File: src/rtl/alu_issue_stage.sv
// ALU issue stage: decodes ALUOp/funct7/funct3 into the 3-bit ALU control code,
// registers the operands at the ID/EX boundary and holds multi-cycle multiplies.
module alu_issue_stage #(
  parameter int MUL_LAT = 2
) (
  input  logic        clk_i,
  input  logic        rst_i,
  input  logic        valid_i,
  input  logic [1:0]  ALUOp_i,
  input  logic [6:0]  funct7_i,
  input  logic [2:0]  funct3_i,
  input  logic        ALUSrc_i,
  input  logic [31:0] rs1_data_i,
  input  logic [31:0] rs2_data_i,
  input  logic [31:0] imm_i,
  input  logic        flush_i,
  output logic [31:0] data1_o,
  output logic [31:0] data2_o,
  output logic [2:0]  ALUCtrl_o,
  output logic        valid_o,
  output logic        illegal_o,
  output logic        stall_o
);

  localparam logic [2:0] CTRL_ADD = 3'b000;
  localparam logic [2:0] CTRL_SUB = 3'b001;
  localparam logic [2:0] CTRL_MUL = 3'b010;
  localparam logic [2:0] CTRL_AND = 3'b011;
  localparam logic [2:0] CTRL_OR  = 3'b100;

  localparam logic [3:0] BUSY_LOAD = 4'(MUL_LAT - 1);
  localparam logic       MULTI_CYCLE_MUL = (MUL_LAT > 1);

  typedef enum logic {IDLE, MUL_BUSY} state_t;

  state_t      state;
  logic [3:0]  count;
  logic [2:0]  dec_ctrl;
  logic        dec_illegal;
  logic [31:0] operand2;
  logic        load_bubble;
  logic        start_mul;

  // Unsupported encodings still issue as an add, only flagged as illegal.
  always_comb begin
    dec_ctrl    = CTRL_ADD;
    dec_illegal = 1'b0;
    case (ALUOp_i)
      2'b00: dec_ctrl = CTRL_ADD;
      2'b01: dec_ctrl = CTRL_SUB;
      2'b10: begin
        case ({funct7_i, funct3_i})
          {7'b0000000, 3'b000}: dec_ctrl = CTRL_ADD;
          {7'b0000000, 3'b111}: dec_ctrl = CTRL_AND;
          {7'b0000000, 3'b110}: dec_ctrl = CTRL_OR;
          {7'b0100000, 3'b000}: dec_ctrl = CTRL_SUB;
          {7'b0000001, 3'b000}: dec_ctrl = CTRL_MUL;
          default:              dec_illegal = 1'b1;
        endcase
      end
      default: begin
        case (funct3_i)
          3'b000:  dec_ctrl = CTRL_ADD;
          3'b111:  dec_ctrl = CTRL_AND;
          3'b110:  dec_ctrl = CTRL_OR;
          default: dec_illegal = 1'b1;
        endcase
      end
    endcase
  end

  assign operand2    = ALUSrc_i ? imm_i : rs2_data_i;
  assign load_bubble = flush_i || !valid_i;
  assign start_mul   = valid_i && !flush_i && (dec_ctrl == CTRL_MUL) && MULTI_CYCLE_MUL;
  assign stall_o     = (state == MUL_BUSY);

  // The exit edge from MUL_BUSY does not capture, so a mul holds for MUL_LAT cycles.
  always_ff @(posedge clk_i or posedge rst_i) begin
    if (rst_i) begin
      state     <= IDLE;
      count     <= '0;
      data1_o   <= '0;
      data2_o   <= '0;
      ALUCtrl_o <= CTRL_ADD;
      valid_o   <= 1'b0;
      illegal_o <= 1'b0;
    end else begin
      case (state)
        IDLE: begin
          if (load_bubble) begin
            data1_o   <= '0;
            data2_o   <= '0;
            ALUCtrl_o <= CTRL_ADD;
            valid_o   <= 1'b0;
            illegal_o <= 1'b0;
          end else begin
            data1_o   <= rs1_data_i;
            data2_o   <= operand2;
            ALUCtrl_o <= dec_ctrl;
            valid_o   <= 1'b1;
            illegal_o <= dec_illegal;
          end
          if (start_mul) begin
            state <= MUL_BUSY;
            count <= BUSY_LOAD;
          end
        end
        MUL_BUSY: begin
          if (flush_i) begin
            data1_o   <= '0;
            data2_o   <= '0;
            ALUCtrl_o <= CTRL_ADD;
            valid_o   <= 1'b0;
            illegal_o <= 1'b0;
            state     <= IDLE;
            count     <= '0;
          end else if (count == 4'd1) begin
            state <= IDLE;
            count <= '0;
          end else begin
            count <= count - 4'd1;
          end
        end
        default: begin
          state <= IDLE;
          count <= '0;
        end
      endcase
    end
  end

endmodule
File: config.mk
export PLATFORM = sky130hd
export DESIGN_NAME = alu_issue_stage
export DESIGN_NICKNAME = d
export VERILOG_FILES = /design/src/rtl/alu_issue_stage.sv
export SDC_FILE = /design/constraint.sdc
export NUM_CORES = 1
export LEC_CHECK = 0
export ABC_AREA = 1
export ABC_CLOCK_PERIOD_IN_PS = 2550
export BUFFER_PORTS_ARGS = -buffer_cell sky130_fd_sc_hd__buf_2
export CAP_MARGIN = 20
export CORE_ASPECT_RATIO = 0.5
export CORE_MARGIN = 3
export CORE_UTILIZATION = 40
export DETAILED_ROUTE_END_ITERATION = 10
export GPL_ROUTABILITY_DRIVEN = 0
export PLACE_DENSITY = 0.87
export SETUP_SLACK_MARGIN = 0.3
export SLEW_MARGIN = 5
export SYNTH_ARGS = -nofsm -noshare
export SYNTH_HDL_FRONTEND = slang
export SYNTH_SLANG_ARGS = --single-unit
File: constraint.sdc
create_clock -name clk_i -period 2.55 [get_ports clk_i]
set_input_delay 0.765 -clock clk_i [delete_from_list [all_inputs] [get_ports clk_i]]
set_output_delay 0.765 -clock clk_i [all_outputs]
set_load 0.005 [all_outputs]
### Word level (Yosys, flattened, before mapping)

Cells that the tools add are included.

* bits in registers: 74
* bits of input ports: 113
* logic and storage cells: 60

* eq/ne operators: 12
* multiplexer cells: 28
* bitwise gates (word level): 1
* reductions and logical operators: 11
* add/sub/neg operators: 1

Operator list (count)
* $mux 32: 4
* $pmux 32 s2: 2
* $eq 10x3->1 const B: 2
* $mux 4: 3
* $pmux 3 s2: 2
* $pmux 3 s4: 1
* $eq 10x4->1 const B: 1
* $eq 10x9->1 const B: 1
* $logic_not 10->1: 1
* $pmux 3 s3: 1
* $mux 1: 8
* $pmux 1 s2: 4
* $pmux 4 s2: 1
* $eq 3x3->1 const B: 2
* $mux 3: 2
* $reduce_or 5->1: 1
* $eq 4x1->1 const B: 1
* $ne 2x2->1 const B: 2
* $sub 4x1->4 const B: 1
* $eq 3x2->1 const B: 1
* $logic_not 3->1: 1
* $reduce_or 3->1: 1
* $eq 2x1->1 const B: 1
* $eq 2x2->1 const B: 1
* other kinds (6): 8

### Logic depth before layout (Yosys ltp)

Gate-level depths: netlist (run 1).

* depth in word-level cells: 7
* mapped depth: 10
* mapped depth without buffers: 10

### Least setup slack after synthesis (run 1)

OpenSTA, ideal clock, no wires.

* path type: input -> register
* start: in funct7_i[0]
* end: reg count[1]
* data required time: 2.433 ns
* setup slack: 0.933 ns
* setup time: 0.117 ns
* data arrival time: 1.500 ns
* buffers on the path: 0
* stages: 10
* cell sequence: inv_1 nand2_1 nor2_2 nand3b_2 nand3_2 nand2_2 nor2_4 nand2_2 nand3_1 nand2_1

* longest elaborated chain between the ends: 6
* elaborated cells on any way between the ends: 9

RTL lines
* from (decl): line 10 `input logic [6:0] funct7_i,`
* $eq 10x4->1, or another cell as far along: line 52 `case ({funct7_i, funct3_i})`
* $pmux 3 s4 *: line 52
* $pmux 3 s3 *: line 48 `case (ALUOp_i)`
* $eq 3x2->1 *: line 74 `assign start_mul = valid_i && !flush_i && (dec_ctrl == CTRL_MUL) && MULTI_CYCLE_MUL;`
* $logic_and 1x1->1 *: line 74
* $ne 2x2->1 (no source line) *
* to (signal assigned): line 121 `count <= count - 4'd1;`
* to (decl): line 37 `logic [3:0] count;`

Mark *: on every way between the ends. The rest lies on a longest branch, timed or not.
A chain may end at the register's enable or synchronous reset.

### Worst setup path in the final report (run 1)

* start: reg state (netlist: stall_o)
* end: out stall_o

RTL lines
* from (decl): line 36 `state_t state;`
* from (signal assigned): line 80 `state <= IDLE;`
* from (signal assigned): line 104 `state <= MUL_BUSY;`
* from (signal assigned): line 115 `state <= IDLE;`
* to (decl): line 22 `output logic stall_o`

No word-level cell between the ends.

==> impl_metrics.env, run 1 <==
export IMPL_ios=183
export IMPL_grt_pass1_vias=2934
export IMPL_setup_tns_ps=0
export IMPL_netlist_area_um2=3283
export IMPL_synth_seq_cells=74
export IMPL_worstHoldStart="valid_o$_DFFE_PP0P_"
export IMPL_drc=0
export IMPL_die_area_um2=9397
export IMPL_avgRoutedWirePerCell_um=14.67
export IMPL_cp_required_ps=1790
export IMPL_fin_crit_sh=0.6610
export IMPL_htreeDepth=3
export IMPL_cts_tree="yes"
export IMPL_dp_slack_ps=594.6
export IMPL_rr_startpoint="stall_o$_DFF_PP0_"
export IMPL_worstPathMaxFanout=4
export IMPL_min_path_type="flop to flop"
export IMPL_final_util=0.5983
export IMPL_grt_max_degree=43
export IMPL_cts_root_buf="clkbuf_16"
export IMPL_total_leakage_power_nw=2.608
export IMPL_grt_total_usage=0.1892
export IMPL_setup_violations=0
export IMPL_start_kind="flop"
export IMPL_hold_ws_ps=474.3
export IMPL_clockBufferDepth=2
export IMPL_worst_r2r_path_depth=4
export IMPL_syn_nets=429
export IMPL_final_hold_viol_count=0
export IMPL_core_area_um2=7652
export IMPL_crit_chain="buf_2"
export IMPL_fmax_mhz=593.3
export IMPL_drive_above_1_share=0.4391
export IMPL_reg2reg_slack_ps=1190
export IMPL_place_hpwl_mm=6.827
export IMPL_viasPerCell=4.806
export IMPL_fin_worst_skew_ps=5.143
export IMPL_grt_pass1_wl_mm=14.13
export IMPL_ys_types=25
export IMPL_holdBufCountCts=0
export IMPL_fp_row_count=22
export IMPL_final_nets=611
export IMPL_ir_drop_v=0.0004979
export IMPL_cpMaxStageDelayCell="dfrtp_1"
export IMPL_io_buffers=182
export IMPL_cts_resized=0
export IMPL_path_buf_inv=1
export IMPL_avgSynthCellArea_um2=10.46
export IMPL_drt_iter0_drc=155
export IMPL_yosysWarnings=0
export IMPL_post_cts_repair_setup_buffers=0
export IMPL_wl_mm=8.933
export IMPL_r2r_end="data1_o[6]$_DFFE_PP0P_"
export IMPL_total_power_mw=2.839
export IMPL_cp_depth=1
export IMPL_start_util=0.4290
export IMPL_firstDrtPassIters=4
export IMPL_cts_num_sinks=74
export IMPL_status="complete, no violations"
export IMPL_synth_cells=314
export IMPL_min_to="valid_o$_DFFE_PP0P_"
export IMPL_synth_area_leaders="dfrtp_1, mux2i_1, a22o_1"
export IMPL_hold_depth=2
export IMPL_postRouteAntennaNets=0
export IMPL_maxSlewHeadroom=0.6021
export IMPL_critPathKind="flop to primary output"
export IMPL_fin_crit_ps=1685
export IMPL_area_delta_synth_final_pct=39.44
export IMPL_cts_buffers=9
export IMPL_clk_latency_ps=320
export IMPL_power_density_nw_per_um2=620.2
export IMPL_cp_end_kind="primary output"
export IMPL_arrival_ps=920
export IMPL_worst_slack_ps=864.5
export IMPL_grt_overflow=0
export IMPL_synth_top_area_frac=0.5640
export IMPL_cpPeakStageDelay_ps=440
export IMPL_antenna_cells=0
export IMPL_tightest_slew_ps=596.0
export IMPL_chipWidth_um=134.1
export IMPL_fillCellCount=711
export IMPL_path_clk_slew_ps=50
export IMPL_antenna_found_initial=0
export IMPL_rsz0062_at_grt="no"
export IMPL_fp_dieH_um=70.06
export IMPL_vias=2927
export IMPL_crit_family="flip-flops"
export IMPL_seq_area_frac_synth=0.5640
export IMPL_slew_violations=0
export IMPL_cap_violations=0
export IMPL_synth_largest_area_cell="dfrtp_1"
==> power by group <==
group	switching [mW]	total, mW	internal [mW]
Sequential	0.0488	1.30	1.25
Combinational	0.217	0.417	0.200
Clock	0.446	1.13	0.679
==> registers in the layout, indices dropped and copies added (netlist names) <==
register,cells
illegal_o,1
data2_o,32
ALUCtrl_o,3
count,4
valid_o,1
stall_o,1
data1_o,32
==> layout by cell type, fill, tap and decap left out <==
cell type   count
a21oi_1         2
a22o_1         33
buf_12          1
buf_2         182
buf_4           5
clkbuf_1        1
clkbuf_16       9
clkbuf_8        1
clkinv_1        1
clkinv_2        3
clkinvlp_4      3
dfrtp_1        74
ha_1            2
inv_1          13
inv_2           6
mux2i_1        32
nand2_1        58
nand2_2         3
nand3_1         9
nand3_2         1
nand3b_2        1
nand4_1         1
nor2_1         13
nor2_2          2
nor2_4          3
nor3b_1         1
o21ai_0         8
o21ai_1        31
o31ai_1         1
xor2_1          1
==> synth_stat cells (all sizes together) <==
cell    count
nor2       18
dfrtp      74
buf        17
inv        20
nor3b       1
ha          2
nand3      10
a21oi       2
a22o       33
o21ai      39
nand4       1
o31ai       1
xor2        1
clkinv      1
mux2i      32
nand2      61
nand3b      1
==> stage by stage <==
stage | instances | area [um2]
2_1_floorplan | 314 | 3287
3_3_place_gp | 593 | 4305
3_5_place_dp | 593 | 4305
4_1_cts | 609 | 4578
5_1_grt | 609 | 4578
6_report | 609 | 4578
==> layout make-up <==
| cell class | count | area (um2) | share of cell area |
|---|---|---|---|
| timing repair buffer | 188 | 968.4 | 0.2115 |
| clock buffer | 11 | 242.7 | 0.05302 |
| sequential | 74 | 1852 | 0.4045 |
| multi-input combinational | 202 | 1267 | 0.2769 |
| inverter | 21 | 82.58 | 0.01804 |
| tap | 108 | 135.1 | 0.02952 |
| clock inverter | 5 | 30.03 | 0.006559 |
==> metal layers <==
metal  vias to the layer above  part of all wire  global-route usage
li1                       1439                 -                   -
met1                      1410              0.39              0.2118
met2                        67              0.56              0.3544
met3                        11             0.036             0.04892
met4                         0             0.013             0.05869
met5                         -                 0                   0
==> kinds of logic (layout without fill, tap and decap cells) <==
kind of cell / count (synthesis) / after routing / synth area share
adder cells (fa/ha/maj): 2 / 2 / 0.007621
AO/OA/AOI/OAI: 75 / 75 / 0.1528
multiplexers: 32 / 32 / 0.09756
buffers and inverters: 38 / 225 / 0.04992
XOR/XNOR: 1 / 1 / 0.002668
flip-flops: 74 / 74 / 0.5640
AND/OR/NAND/NOR: 92 / 92 / 0.1254
==> worst max-delay path by stage <==
stage | from | end | slack (ps)
after CTS | stall_o$_DFF_PP0_ | stall_o | 850
after floorplan | funct7_i[0] | count[1]$_DFFE_PP0P_ | 930
after global placement | flush_i | illegal_o$_DFFE_PP0P_ | 670
after detailed placement | flush_i | data2_o[27]$_DFFE_PP0P_ | 590
final | stall_o$_DFF_PP0_ | stall_o | 860
after global routing | stall_o$_DFF_PP0_ | stall_o | 820
Note: power is estimated with default switching activity, not from simulation.
==> inputs of run 2 (changes only) <==
--- a/config.mk
+++ b/config.mk
@@ -6,15 +6,15 @@
 export NUM_CORES = 1
 export LEC_CHECK = 0
 export ABC_AREA = 1
-export ABC_CLOCK_PERIOD_IN_PS = 2550
+export ABC_CLOCK_PERIOD_IN_PS = 1750
 export BUFFER_PORTS_ARGS = -buffer_cell sky130_fd_sc_hd__buf_2
 export CAP_MARGIN = 20
 export CORE_ASPECT_RATIO = 0.5
 export CORE_MARGIN = 3
-export CORE_UTILIZATION = 40
+export CORE_UTILIZATION = 44
 export DETAILED_ROUTE_END_ITERATION = 10
 export GPL_ROUTABILITY_DRIVEN = 0
-export PLACE_DENSITY = 0.87
+export PLACE_DENSITY = 0.91
 export SETUP_SLACK_MARGIN = 0.3
 export SLEW_MARGIN = 5
 export SYNTH_ARGS = -nofsm -noshare
==> constraint.sdc (replaced) <==
create_clock -name clk_i -period 1.75 [get_ports clk_i]
set_input_delay 0.525 -clock clk_i [delete_from_list [all_inputs] [get_ports clk_i]]
set_output_delay 0.525 -clock clk_i [all_outputs]
set_load 0.005 [all_outputs]
==> impl_metrics.env, run 2 (synthesis gave the netlist of run 1 again) <==
export IMPL_status="complete, no violations"
export IMPL_place_hpwl_mm=6.898
export IMPL_clk_latency_ps=330
export IMPL_firstDrtPassIters=4
export IMPL_avgRoutedWirePerCell_um=15.23
export IMPL_pwr_share_seq=0.449
export IMPL_path_buf_inv=1
export IMPL_reg_largest_list="data1_o x32, data2_o x32, count x4"
export IMPL_viasPerCell=5.028
export IMPL_die_area_um2=8597
export IMPL_cpPeakStageDelay_ps=430
export IMPL_worst_r2r_path_depth=5
export IMPL_crit_chain="buf_2"
export IMPL_tightest_slew_ps=488.6
export IMPL_worstPathMaxFanout=3
export IMPL_cap_violations=0
export IMPL_fin_worst_skew_ps=7.139
export IMPL_start_util=0.4715
export IMPL_chipWidth_um=128.2
export IMPL_cp_end_kind="primary output"
export IMPL_cts_root_buf="clkbuf_16"
export IMPL_cts_tree="yes"
export IMPL_clockBufferDepth=2
export IMPL_power_frac_comb=0.150
export IMPL_crit_family="flip-flops"
export IMPL_final_nets=616
export IMPL_fillCellCount=550
export IMPL_postRouteAntennaNets=0
export IMPL_setup_tns_ps=0
export IMPL_fin_crit_ps=1411
export IMPL_ir_drop_v=0.0005696
export IMPL_core_area_um2=6963
export IMPL_area_delta_synth_final_pct=41.73
export IMPL_path_clk_slew_ps=60
export IMPL_p_clk_frac=0.400
export IMPL_cpMaxStageDelayCell="dfrtp_2"
export IMPL_cts_buffers=9
export IMPL_r2r_end="data1_o[26]$_DFFE_PP0P_"
export IMPL_dp_slack_ps=102.8
export IMPL_postLayoutCellArea_um2=4653
export IMPL_rr_startpoint="stall_o$_DFF_PP0_"
export IMPL_maxSlewHeadroom=0.6736
export IMPL_io_buffers=182
export IMPL_grt_max_degree=46
export IMPL_layout_common_cells="buf_2, dfrtp_1, nand2_1"
export IMPL_rsz0062_at_grt="no"
export IMPL_drt_iter0_drc=195
export IMPL_final_hold_viol_count=0
export IMPL_dpl_cell_area_um2=4365
export IMPL_min_path_type="primary input to asynchronous set/reset pin"
export IMPL_grt_pass1_wl_mm=13.89
export IMPL_total_leakage_power_nw=2.646
export IMPL_swShare=0.2646
export IMPL_drive_above_1_share=0.4486
export IMPL_switchingPower_mw=1.113
export IMPL_fmax_mhz=708.8
export IMPL_antenna_found_initial=0
export IMPL_start_kind="flop"
export IMPL_final_util=0.6683
export IMPL_slew_violations=0
export IMPL_drc=0
export IMPL_htreeDepth=3
export IMPL_grt_overflow=0
export IMPL_antenna_cells=0
export IMPL_fp_dieH_um=67.08
export IMPL_reg2reg_slack_ps=400
export IMPL_p_int_mw=3.095
export IMPL_final_common_cell="buf_2"
export IMPL_worst_slack_ps=339.2
export IMPL_critPathKind="flop to primary output"
export IMPL_grt_pass1_vias=2967
export IMPL_fin_crit_sh=0.8062
export IMPL_cts_num_sinks=74
export IMPL_grt_total_usage=0.2081
export IMPL_cp_required_ps=1220
export IMPL_setup_violations=0
export IMPL_vias=3007
export IMPL_ios=183
export IMPL_power_density_nw_per_um2=904.4
export IMPL_wl_mm=9.110
export IMPL_fp_row_count=21
export IMPL_arrival_ps=890
==> run 2: worst max-delay path by stage <==
stage | startpoint | end | slack [ps] | cells past startpoint
6_report | stall_o$_DFF_PP0_ | stall_o | 340 | 1
3_3_place_gp | flush_i | illegal_o$_DFFE_PP0P_ | 220 | 9
5_1_grt | stall_o$_DFF_PP0_ | stall_o | 310 | 1
3_5_place_dp | funct7_i[0] | count[1]$_DFFE_PP0P_ | 100 | 11
2_1_floorplan | funct7_i[0] | count[1]$_DFFE_PP0P_ | 370 | 10
4_1_cts | stall_o$_DFF_PP0_ | stall_o | 300 | 1
==> run 2: final cells by class <==
type | instances | area [um2] | area share
sequential | 74 | 1853 | 0.3982
tap | 92 | 115.1 | 0.02474
inverter | 21 | 82.58 | 0.01775
clock inverter | 7 | 53.80 | 0.01156
clock buffer | 9 | 225.2 | 0.04840
multi-input combinational | 202 | 1267 | 0.2724
timing repair buffer | 193 | 1056 | 0.2269
==> run 2: power by group through the flow <==
stage	logic, mW	clock network (mW)	registers (mW)
2_1_floorplan	0.329	0	1.92
3_3_place_gp	0.615	0	1.91
3_5_place_dp	0.637	0	1.92
4_1_cts	0.638	1.72	1.89
5_1_grt	0.708	1.82	1.90
6_report	0.633	1.68	1.89
==> run 2: per-stage QoR <==
step,hold WS [ps],power [mW],std cells
after floorplan,472.7,2.245,314
after global placement,462.6,2.528,581
after detailed placement,467.7,2.557,581
after CTS,226.8,4.255,597
after global routing,260.8,4.432,598
final,224.6,4.208,598
==> run 2: repair_timing <==
item,CTS,global route
gates resized for setup,1,0
hold buffers,0,0
setup buffers,0,1
pin swaps,0,0
endpoints found under the setup margin,1,1
==> run 2: layer usage <==
layer  up-vias  part of all wire  track usage
met3        24             0.036      0.05124
met2        85              0.54       0.3874
li1       1451                 -            -
met4         0             0.030      0.09921
met1      1447              0.40       0.2258
met5         -                 0            0
